`config.mk`:
```
export PLATFORM = sky130hd
export DESIGN_NAME = wino_seq_controller
export DESIGN_NICKNAME = d
export VERILOG_FILES = /design/src/rtl/wino_ctrl_pkg.sv /design/src/rtl/wino_delay_line.sv /design/src/rtl/wino_seq_controller.sv
export SDC_FILE = /design/constraint.sdc
export NUM_CORES = 1
export LEC_CHECK = 0
export ABC_CLOCK_PERIOD_IN_PS = 3000
export BUFFER_PORTS_ARGS = -buffer_cell sky130_fd_sc_hd__buf_2
export CAP_MARGIN = 25
export CORE_MARGIN = 2
export CORE_UTILIZATION = 50
export DETAILED_ROUTE_END_ITERATION = 6
export PLACE_DENSITY = 0.91
export SYNTH_ARGS = -nofsm -noshare
export SYNTH_HDL_FRONTEND = slang
export SYNTH_SLANG_ARGS = --single-unit
```
`constraint.sdc`:
```
create_clock -name clk -period 3 [get_ports clk]
set_input_delay 0.15 -clock clk [delete_from_list [all_inputs] [get_ports clk]]
set_output_delay 0.15 -clock clk [all_outputs]
set_load 0.01 [all_outputs]
```
`src/rtl/wino_ctrl_pkg.sv`:
```
// rtl/wino_ctrl_pkg.sv - shared state type and default parameters for the Winograd sequencer
package wino_ctrl_pkg;

  typedef enum logic [2:0] {
    ST_IDLE,
    ST_PREPARE,
    ST_START,
    ST_COMPLETE,
    ST_FINISH
  } wino_ctrl_state_t;

  localparam int DEF_ID_W        = 4;
  localparam int DEF_OD_W        = 8;
  localparam int DEF_DIM_W       = 9;
  localparam int DEF_OD_PAR      = 2;
  localparam int DEF_START_DELAY = 4;

endpackage

```
`src/rtl/wino_delay_line.sv`:
```
// rtl/wino_delay_line.sv - DEPTH-stage single-bit shift register with synchronous clear
module wino_delay_line #(
  parameter int DEPTH = 4
) (
  input  logic clk,
  input  logic reset_n,
  input  logic clear,
  input  logic din,
  output logic dout
);

  logic [DEPTH-1:0] sr;

  always_ff @(posedge clk or negedge reset_n) begin
    if (!reset_n) begin
      sr <= '0;
    end else if (clear) begin
      sr <= '0;
    end else begin
      sr <= (sr << 1) | DEPTH'(din);
    end
  end

  assign dout = sr[DEPTH-1];

endmodule

```
`src/rtl/wino_seq_controller.sv`:
```
// rtl/wino_seq_controller.sv - layer sequencer over ID/OD passes with go/abort handshake
// Optional stall counter built when WINO_CTRL_STALL_CNT_EN is defined.
module wino_seq_controller
  import wino_ctrl_pkg::*;
#(
  parameter int ID_W        = DEF_ID_W,
  parameter int OD_W        = DEF_OD_W,
  parameter int DIM_W       = DEF_DIM_W,
  parameter int OD_PAR      = DEF_OD_PAR,
  parameter int START_DELAY = DEF_START_DELAY
) (
  input  logic              clk,
  input  logic              reset_n,
  input  logic [ID_W-1:0]   cfg_total_id_i,
  input  logic [OD_W-1:0]   cfg_total_od_i,
  input  logic [DIM_W-1:0]  cfg_width_i,
  input  logic [DIM_W-1:0]  cfg_height_i,
  input  logic              cfg_wen_i,
  input  logic              go_i,
  input  logic              abort_i,
  input  logic              weight_ready_i,
  input  logic              data_ready_i,
  input  logic              data_complete_i,
  output logic [ID_W-1:0]   weight_id_o,
  output logic [ID_W-1:0]   data_id_o,
  output logic [OD_W-1:0]   weight_od_base_o,
  output logic [OD_PAR-1:0] weight_od_mask_o,
  output logic              weight_prepare_o,
  output logic              data_prepare_o,
  output logic              weight_start_o,
  output logic              data_start_o,
  output logic [DIM_W-1:0]  width_o,
  output logic [DIM_W-1:0]  height_o,
  output logic              busy_o,
  output logic              conv_completed_o,
  output logic [31:0]       stall_cnt_o
);

  wino_ctrl_state_t state;
  logic [ID_W-1:0]  cfg_id_q, id_q;
  logic [OD_W-1:0]  cfg_od_q, od_base_q;
  logic [DIM_W-1:0] width_q, height_q;
  logic [ID_W:0]    tot_id_eff;
  logic [OD_W:0]    tot_od_eff;
  logic             idle_like, accept_go, od_wrap, last_pass;

  assign idle_like  = (state == ST_IDLE) || (state == ST_FINISH);
  assign accept_go  = idle_like && go_i && !abort_i;
  assign tot_id_eff = (cfg_id_q == '0) ? (ID_W+1)'(1) : {1'b0, cfg_id_q};
  assign tot_od_eff = (cfg_od_q == '0) ? (OD_W+1)'(1) : {1'b0, cfg_od_q};
  // One extra bit keeps od_base+OD_PAR and id+1 from wrapping at the top of range
  assign od_wrap    = ({1'b0, od_base_q} + (OD_W+1)'(OD_PAR)) >= tot_od_eff;
  assign last_pass  = od_wrap && (({1'b0, id_q} + (ID_W+1)'(1)) >= tot_id_eff);

  always_ff @(posedge clk or negedge reset_n) begin
    if (!reset_n) begin
      state     <= ST_IDLE;
      cfg_id_q  <= '0;
      cfg_od_q  <= '0;
      width_q   <= '0;
      height_q  <= '0;
      id_q      <= '0;
      od_base_q <= '0;
    end else begin
      if (idle_like && cfg_wen_i) begin
        cfg_id_q <= cfg_total_id_i;
        cfg_od_q <= cfg_total_od_i;
        width_q  <= cfg_width_i;
        height_q <= cfg_height_i;
      end
      if (abort_i) begin
        state     <= ST_IDLE;
        id_q      <= '0;
        od_base_q <= '0;
      end else begin
        case (state)
          ST_IDLE, ST_FINISH: begin
            if (go_i) begin
              state     <= ST_PREPARE;
              id_q      <= '0;
              od_base_q <= '0;
            end
          end
          ST_PREPARE:  if (weight_ready_i && data_ready_i) state <= ST_START;
          ST_START:    if (data_complete_i) state <= ST_COMPLETE;
          ST_COMPLETE: begin
            state <= last_pass ? ST_FINISH : ST_PREPARE;
            if (od_wrap) begin
              od_base_q <= '0;
              id_q      <= id_q + ID_W'(1);
            end else begin
              od_base_q <= od_base_q + OD_W'(OD_PAR);
            end
          end
          default: state <= ST_IDLE;
        endcase
      end
    end
  end

  // Mask is only meaningful during a run; forced low while idle or finished
  always_comb begin
    weight_od_mask_o = '0;
    for (int k = 0; k < OD_PAR; k++) begin
      weight_od_mask_o[k] = busy_o && (({1'b0, od_base_q} + (OD_W+1)'(k)) < tot_od_eff);
    end
  end

  wino_delay_line #(.DEPTH(START_DELAY)) u_start_dly (
    .clk     (clk),
    .reset_n (reset_n),
    .clear   (abort_i),
    .din     (state == ST_START),
    .dout    (data_start_o)
  );

  assign weight_id_o      = id_q;
  assign data_id_o        = id_q;
  assign weight_od_base_o = od_base_q;
  assign weight_prepare_o = (state == ST_PREPARE);
  assign data_prepare_o   = (state == ST_PREPARE);
  assign weight_start_o   = (state == ST_START);
  assign width_o          = width_q;
  assign height_o         = height_q;
  assign busy_o           = !idle_like;
  assign conv_completed_o = (state == ST_FINISH);

`ifdef WINO_CTRL_STALL_CNT_EN
  logic [31:0] stall_q;

  always_ff @(posedge clk or negedge reset_n) begin
    if (!reset_n) begin
      stall_q <= '0;
    end else if (accept_go) begin
      stall_q <= '0;
    end else if ((state == ST_PREPARE) && !(weight_ready_i && data_ready_i) && (stall_q != '1)) begin
      stall_q <= stall_q + 32'd1;
    end
  end

  assign stall_cnt_o = stall_q;
`else
  assign stall_cnt_o = '0;
`endif

endmodule

```
==> flow_summary_export.csv, run 1 <==
group,metric,value,unit
status,run_status,"complete, no violations",
floorplan,io_pins,112,
cts,post_cts_buffers,0,
timing,skew,5.48,ps
cts,cts_buffers,5,
critical_path,worst-setup-path-type,"flip-flop to flip-flop",
min_path,hold_class,"input port to flip-flop",
placed_design,hpwl,4640,µm
yosys,synth_cell_types,50,
yosys,synthCells,292,
timing,rsz0062_at_grt,"no",
final_layout,drive_above_1_share,34.7,%
critical_path,cp_max_fo,7,
timing,slew_viol_final,0,
power,p_per_area,523,mW/mm²
yosys,synth_edf_count,0,
placed_design,portBuffers,78,
timing,slew_headroom,44.9,%
yosys,synth_top_area_share,40.1,%
yosys,avgSynthCellArea,10.3,µm²
final_layout,synthToLayoutAreaGrowth,13.7,%
placed_design,gp_congestion,0.894,
cts,htree_levels,2,
cts,cts_buffer_depth,2,
yosys,yosysMostFrequentCell,"dfrtp_1",
global_route,track_usage,18.4,%
global_route,grt_pass1_vias,2013,
routing,ant_nets,0,
floorplan,die_w,81.5,µm
critical_path,crit_path_max_incr_delay,460,ps
final_layout,num-fill-cells,518,
routing,via_per_inst,5.10,
critical_path,crit_chain,"ha_2, nand3_1, nor2_1, xor2_1, ha_1, and2_0, a221oi_2, nand2_2, nor3_4, a221o_1",
routing,firstDrtPassIters,4,
routing,drt-total-wl,5940,µm
yosys,synth_ff_type,"dfrtp_1",
routing,vias,2233,
critical_path,critPathLaunchType,"flip-flop",
final_layout,multi_input_area,0.00152,mm²
yosys,synth_area,0.00300,mm²
critical_path,worstPathRequired,3240,ps
routing,drt_iter0_markers,94,
yosys,ys_top_cells_by_area,"dfrtp_1, ha_1, buf_4, mux2_2, o21ai_0",
yosys,seq_area_frac_synth,40.1,%
routing,route.detailed.drc,0,
critical_path,crit_buf_inv,0,
cts,cts_root_buf,"clkbuf_8",
routing,wire_per_inst,13.6,µm
run,max_cap_viol_count,0,
floorplan,placeableCoreArea,0.00585,mm²
final_layout,layout.nets,427,
yosys,synthTopCellsByCount,"dfrtp_1, buf_4, ha_1, mux2_2, nand2_1",
power,ir_worst_vdd,0.000337,V
floorplan,num_rows,28,
cts,clkTransAtPathRegs,90,ps
cts,clkLatencyLatePin,300,ps
floorplan,die_h,81.5,µm
critical_path,end_kind,"flip-flop",
power,power,1780,µW
timing,period_share,95.7,%
yosys,ys_ff_latch,48,
final_layout,regArea,0.00120,mm²
yosys,async_flop_share,100,%
global_route,grt-ovfl-total,0,
timing,finalSetupViolCount,0,
cts,cts_tree,"done",
timing,fmax,348,MHz
final_layout,antennaDiodeCount,0,
timing,worst_pin_slew,826,ps
critical_path,cpMaxStageDelayCell,"dfrtp_1",
timing,final-hold-violation-count,0,
global_route,grt_pass1_wl,9320,µm
power,leakage,0.00180,µW
yosys,yosysWarnings,0,
cts,cts_sinks,48,
floorplan,die-area,0.00663,mm²
timing,final.setup.tns,0,ps
floorplan,initial_core_util,51.3,%
timing,fin_crit,2870,ps
critical_path,crit_family,"simple AND/OR/NAND/NOR gates",
critical_path,crit_arrival,3120,ps
global_route,grt_max_degree,41,
global_route,antenna_found_initial,0,
yosys,yosys.area.top_type,"dfrtp_1",
## power by group
group	internal (µW)	leakage [µW]	switching, µW
clock network	189	0.0000516	220
registers	757	0.000604	60.0
logic	246	0.00114	313
## flip-flops by register name, summed over array words and instances, names as in the netlist
name,cells
cfg_id_q,4
cfg_od_q,8
data_id_o,4
height_o,9
state,3
u_start_dly.sr,4
weight_od_base_o,7
width_o,9
## worst register-to-register path, delay by kind of cell, from the launching register on
| kind | cells | cell delay [ps] |
|---|---|---|
| and+or+nand+nor | 5 | 1060 |
| adders and majority gates | 2 | 550 |
| AOI/OAI and AO/OA | 2 | 530 |
| DFF | 1 | 460 |
| xor gates and xnor gates | 1 | 210 |
## through the flow
stage	hold slack (ps)	setup slack [ps]	cell area, µm²	util (%)	cells
global placement	276	200	3290	56.3	429
floorplan	-146	293	3120	-	324
global route	43.9	4.95	3410	58.3	438
detailed placement	304	118	3290	56.3	429
finish	45.2	130	3410	58.3	438
CTS	39.7	84.8	3400	58.1	438
## path summary, 6_finish.rpt
check                           slack (ps)                             from  cells after the start                               to
worst max-delay path                   130  weight_od_base_o[2]$_DFFE_PN0P_                     10  weight_od_base_o[4]$_DFFE_PN0P_
worst min-delay path                    50                cfg_total_id_i[2]                      3          cfg_id_q[2]$_DFFE_PN0P_
worst max register to register         130  weight_od_base_o[2]$_DFFE_PN0P_                     10  weight_od_base_o[4]$_DFFE_PN0P_
worst min register to register         480      u_start_dly.sr[2]$_DFF_PN0_                      1      u_start_dly.sr[3]$_DFF_PN0_
max in group asynchronous             1820                          reset_n                      3  weight_od_base_o[1]$_DFFE_PN0P_
min in group asynchronous              480                          reset_n                      2      u_start_dly.sr[0]$_DFF_PN0_
## what timing repair did
item,in CTS,in global routing
hold buffers,1,0
endpoints found under the setup margin,0,7
resized for setup,0,3
endpoints found under the hold margin,37,0
## layout make-up
class | instances | area share (%)
Tap cell | 75 | 2.75
Timing Repair Buffer | 83 | 12.6
Multi-Input combinational cell | 207 | 44.7
Clock inverter | 2 | 0.404
Sequential cell | 48 | 35.3
Inverter | 17 | 1.87
Clock buffer | 6 | 2.42
## cells by family (layout without fill, tap and decap cells)
family                     after synthesis  in the layout  share of synthesized area [%]
and+or+nand+nor                         63             63                           11.1
DFF                                     48             48                           40.0
AOI/OAI and AO/OA                       54             54                           13.3
buffers and inverters                   69            108                           13.5
other                                    1             33                          0.125
xor gates and xnor gates                 7              7                           2.04
adders and majority gates               27             27                           11.3
muxes                                   23             23                           8.64
## layout by cell type (no fill, tap or decap), types with 5 or more instances in the layout
cell / netlist / final
o21ai_0: 18 / 18
dfrtp_1: 48 / 47
nand2_1: 20 / 20
mux2_2: 22 / 22
ha_1: 27 / 26
buf_2: 2 / 78
nor2b_1: 5 / 5
a22o_1: 7 / 7
inv_1: 17 / 17
a21oi_1: 7 / 7
nand3_1: 5 / 5
nor2_1: 11 / 11
clkbuf_8: 0 / 6
conb_1: 1 / 33
## per-layer routing
metal | GRT usage (%) | share of wire, %
met1 | 23.1 | 40
met5 | 0 | 0
met4 | 6.10 | 1.9
met2 | 31.1 | 51
met3 | 4.51 | 6.9
Power figures use the tool's default switching activity.
==> inputs of run 2 (changes only) <==
Settings changed: RECOVER_POWER set to 25.
==> flow_summary_export.csv, run 2 (synthesis results as in run 1) <==
group,metric,value,unit
status,run_status,"complete, no violations",
routing,route.detailed.drc,0,
global_route,grt_pass1_vias,2013,
power,p_sw,596,µW
power,p_per_area,524,mW/mm²
cts,cts_buffers,5,
cts,clkTransAtPathRegs,90,ps
cts,clkLatencyLatePin,300,ps
floorplan,die_w,81.5,µm
timing,slew_viol_final,0,
power,swShare,33.7,%
timing,hold-worst-slack,46.2,ps
power,p_seq_share,46.3,%
timing,worst_pin_slew,823,ps
final_layout,drive_above_1_share,27.5,%
cts,cts_tree,"done",
routing,wire_per_inst,13.6,µm
floorplan,die_h,81.5,µm
timing,skew,5.48,ps
cts,cts_sinks,48,
floorplan,initial_core_util,51.3,%
cts,cts_buffer_depth,2,
global_route,track_usage,18.4,%
final_layout,design_area,0.00338,mm²
routing,drt_iter0_markers,79,
floorplan,die-area,0.00663,mm²
routing,drt-total-wl,5950,µm
final_layout,layout.nets,427,
timing,final.setup.tns,0,ps
floorplan,num_rows,28,
power,leakage,0.00172,µW
global_route,grt-ovfl-total,0,
routing,ant_nets,0,
cts,htree_levels,2,
floorplan,io_pins,112,
power,power,1770,µW
routing,vias,2231,
min_path,hold_class,"input port to flip-flop",
critical_path,r2r_setup_slack,130,ps
placed_design,gp_congestion,0.894,
timing,finalSetupViolCount,0,
final_layout,antennaDiodeCount,0,
critical_path,crit_arrival,3110,ps
timing,rsz0062_at_grt,"no",
power,p_int,1170,µW
placed_design,dpl_cell_area,0.00329,mm²
floorplan,placeableCoreArea,0.00585,mm²
routing,via_per_inst,5.09,
global_route,grt_max_degree,41,
final_layout,synthToLayoutAreaGrowth,12.6,%
global_route,antenna_found_initial,0,
critical_path,worst-setup-path-type,"flip-flop to flip-flop",
critical_path,worstPathRequired,3250,ps
timing,fmax,349,MHz
power,ir_worst_vdd,0.000332,V
timing,final-hold-violation-count,0,
placed_design,dpl_worst_slack,118,ps
routing,firstDrtPassIters,4,
critical_path,critPathLaunchType,"flip-flop",
critical_path,end_kind,"flip-flop",
critical_path,cp_max_fo,7,
power,clockPowerShare,23.1,%
global_route,grt_pass1_wl,9320,µm
timing,slew_headroom,45.2,%
timing,fin_crit,2870,ps
timing,setup_ws,134,ps
placed_design,hpwl,4640,µm
run,max_cap_viol_count,0,
final_layout,final_common_cell,"buf_2",
cts,cts_root_buf,"clkbuf_8",
timing,period_share,95.5,%
final_layout,layout_common_cells,"buf_2, dfrtp_1, conb_1",
power,comb_power_share,30.6,%
placed_design,portBuffers,78,
## run 2: cell types whose count changed in the layout (fill, tap and decap cells not counted), sizes merged
cell    before  now
buf         82   56
clkbuf       6   32
## run 2: area by class of cell
| type | instances | area, µm² |
|---|---|---|
| Timing Repair Buffer | 83 | 398 |
| Clock buffer | 6 | 82.6 |
| Multi-Input combinational cell | 207 | 1520 |
| Tap cell | 75 | 93.8 |
| Fill cell | 525 | 2470 |
| Inverter | 17 | 63.8 |
| Clock inverter | 2 | 13.8 |
| Sequential cell | 48 | 1200 |
## run 2: path summary, 6_finish.rpt
| kind | startpoint | end | cells past startpoint |
|---|---|---|---|
| min in group asynchronous | reset_n | u_start_dly.sr[0]$_DFF_PN0_ | 2 |
| min | cfg_total_id_i[2] | cfg_id_q[2]$_DFFE_PN0P_ | 3 |
| min reg2reg | u_start_dly.sr[2]$_DFF_PN0_ | u_start_dly.sr[3]$_DFF_PN0_ | 1 |
| max reg2reg | weight_od_base_o[2]$_DFFE_PN0P_ | weight_od_base_o[4]$_DFFE_PN0P_ | 10 |
| max in group asynchronous | reset_n | weight_od_base_o[1]$_DFFE_PN0P_ | 3 |
| max | weight_od_base_o[2]$_DFFE_PN0P_ | weight_od_base_o[4]$_DFFE_PN0P_ | 10 |
## run 2: stage by stage
step,util [%],cells
3_3_place_gp,56.3,429
3_5_place_dp,56.3,429
6_report,57.7,438
4_1_cts,58.1,438
5_1_grt,57.7,438
2_1_floorplan,-,324
## run 2: repair_timing
item                                    4_1_cts  5_1_grt
endpoints found under the hold margin        37        0
gates resized for setup                       0        3
endpoints found under the setup margin        0        7
setup buffers                                 0        0
hold buffers                                  1        0
## run 2: per-layer routing
layer	wire (µm)	global-route usage, %	vias up
met5	0	0	-
li1	-	-	1080
met4	114	6.10	0
met3	419	4.51	13
met2	3020	31.1	82
met1	2400	23.1	1056
## run 2: worst max-delay path, stage by stage, from the launching register on
cell and delay (ps):
dfrtp_1 460, ha_2 270, nand3_1 110, nor2_1 150, xor2_1 210, ha_1 290, and2_0 230, a221oi_2 320
nand2_2 200, nor3_4 370, a221o_1 200
## run 2: power groups by stage
stage	Combinational, µW	Clock (µW)	Sequential, µW
2_1_floorplan	368	0	857
3_3_place_gp	537	0	825
3_5_place_dp	561	0	830
4_1_cts	566	423	818
5_1_grt	614	450	836
6_report	542	409	819
==> inputs of run 3 (changes only) <==
Settings changed: ABC_CLOCK_PERIOD_IN_PS 3000 to 3500, CORE_UTILIZATION 50 to 54, PLACE_DENSITY 0.91 to 0.95.
Clock period 3 ns to 3.5 ns, I/O delays scaled along.
==> flow_summary_export.csv, run 3 (synthesis results as in run 1) <==
group,metric,value,unit
timing,slew_viol_final,39,
timing,finalSetupViolCount,0,
placed_design,hpwl,4540,µm
timing,fmax,326,MHz
placed_design,gp_congestion,0.903,
cts,cts_sinks,48,
floorplan,initial_core_util,55.1,%
critical_path,crit_family,"simple AND/OR/NAND/NOR gates",
min_path,hold_class,"input port to flip-flop",
final_layout,drive_above_1_share,32.8,%
critical_path,cp_max_fo,7,
cts,cts_buffer_depth,2,
power,p_per_area,449,mW/mm²
timing,period_share,87.6,%
placed_design,dpl_worst_slack,510,ps
global_route,grt_pass1_wl,9650,µm
critical_path,cp_common_cell,"ha_1",
cts,cts_tree,"done",
placed_design,dpl_cell_area,0.00327,mm²
critical_path,crit_buf_inv,0,
timing,slew_headroom,-31.0,%
critical_path,worstPathRequired,3740,ps
global_route,antenna_found_initial,0,
cts,cts_root_buf,"clkbuf_8",
final_layout,synthToLayoutAreaGrowth,12.4,%
floorplan,io_pins,112,
routing,firstDrtPassIters,4,
timing,final.setup.tns,0,ps
floorplan,die_w,78.5,µm
timing,final-hold-violation-count,0,
timing,setup_ws,433,ps
routing,via_per_inst,5.22,
final_layout,design_area,0.00337,mm²
routing,route.detailed.drc,0,
final_layout,layout_common_cells,"buf_2, dfrtp_1, conb_1",
routing,drt-total-wl,5890,µm
cts,clkLatencyLatePin,300,ps
timing,worst_pin_slew,1970,ps
global_route,track_usage,19.7,%
cts,clkTransAtPathRegs,90,ps
critical_path,worst-setup-path-type,"flip-flop to flip-flop",
cts,cts_buffers,5,
final_layout,antennaDiodeCount,0,
critical_path,crit_arrival,3310,ps
critical_path,crit_chain,"ha_1, nand3_1, nor2_1, xor2_1, ha_1, and2_0, a221oi_1, nand2_2, nor3_4, a221o_1",
floorplan,die-area,0.00617,mm²
critical_path,end_kind,"flip-flop",
critical_path,critPathLaunchType,"flip-flop",
floorplan,num_rows,27,
timing,rsz0062_at_grt,"no",
global_route,grt_pass1_vias,2234,
cts,cts_resized,0,
routing,drt_iter0_markers,101,
cts,post_cts_buffers,0,
timing,hold-worst-slack,73.5,ps
power,ir_worst_vdd,0.000307,V
floorplan,die_h,78.5,µm
global_route,grt-ovfl-total,0,
timing,skew,4.38,ps
placed_design,portBuffers,78,
critical_path,cpMaxStageDelayCell,"dfrtp_1",
power,leakage,0.00178,µW
routing,ant_nets,0,
routing,vias,2254,
timing,fin_crit,3070,ps
critical_path,crit_path_max_incr_delay,470,ps
final_layout,final_common_cell,"buf_2",
status,violations,"capacitance limit, slew limit",
run,max_cap_viol_count,1,
final_layout,layout.nets,425,
routing,wire_per_inst,13.6,µm
status,run_status,"finished with violations",
cts,htree_levels,2,
floorplan,placeableCoreArea,0.00544,mm²
global_route,grt_max_degree,49,
[run 3: changes by cell type in the layout (fill, tap and decap cells not counted), sizes merged]
cell	delta
inv	-1
buf	+22
clkbuf	-24
[run 3: final timing paths]
kind	start	to	slack (ps)	cells after the start
max in group asynchronous	reset_n	width_o[1]$_DFFE_PN0P_	870	3
min in group asynchronous	reset_n	weight_od_base_o[6]$_DFFE_PN0P_	390	2
max reg2reg	weight_od_base_o[1]$_DFFE_PN0P_	weight_od_base_o[4]$_DFFE_PN0P_	430	10
max	weight_od_base_o[1]$_DFFE_PN0P_	weight_od_base_o[4]$_DFFE_PN0P_	430	10
min reg2reg	u_start_dly.sr[2]$_DFF_PN0_	u_start_dly.sr[3]$_DFF_PN0_	480	1
min	cfg_total_od_i[7]	cfg_od_q[7]$_DFFE_PN0P_	70	3
[run 3: cell type report]
type | instances | area [µm²]
fill | 452 | 2070
clock buffer | 6 | 82.6
tap | 72 | 90.1
multi-input combinational | 207 | 1510
inverter | 17 | 63.8
timing repair buffer | 81 | 410
clock inverter | 1 | 8.76
sequential | 48 | 1200
[run 3: timing repair]
action,in CTS,in global routing
hold endpoints to repair,0,10
hold buffers,0,1
endpoints found under the setup margin,0,0
[run 3: power breakdown]
part           switching, µW  internal (µW)
Clock                    180            158
Combinational            265            210
Sequential              52.9            649
[run 3: metrics by stage]
| step | utilization, % | cells | total power, µW |
|---|---|---|---|
| floorplan | - | 324 | 1050 |
| global placement | 60.1 | 423 | 1160 |
| detailed placement | 60.1 | 423 | 1190 |
| CTS | 61.7 | 430 | 1530 |
| global route | 62.0 | 432 | 1620 |
| finish | 62.0 | 432 | 1510 |
[run 3: routing by layer]
layer / global-route usage [%] / up-vias / wire length [µm]
met4: 8.95 / 0 / 112
met3: 4.83 / 12 / 344
met1: 22.5 / 1085 / 2400
met5: 0 / - / 0
met2: 34.5 / 85 / 3030
li1: - / 1072 / -
[run 3: worst register-to-register path: stages, from the launching register on]
cell and delay (ps):
dfrtp_1 470, ha_1 280, nand3_1 190, nor2_1 180, xor2_1 230, ha_1 280
and2_0 210, a221oi_1 400, nand2_2 230, nor3_4 330, a221o_1 200
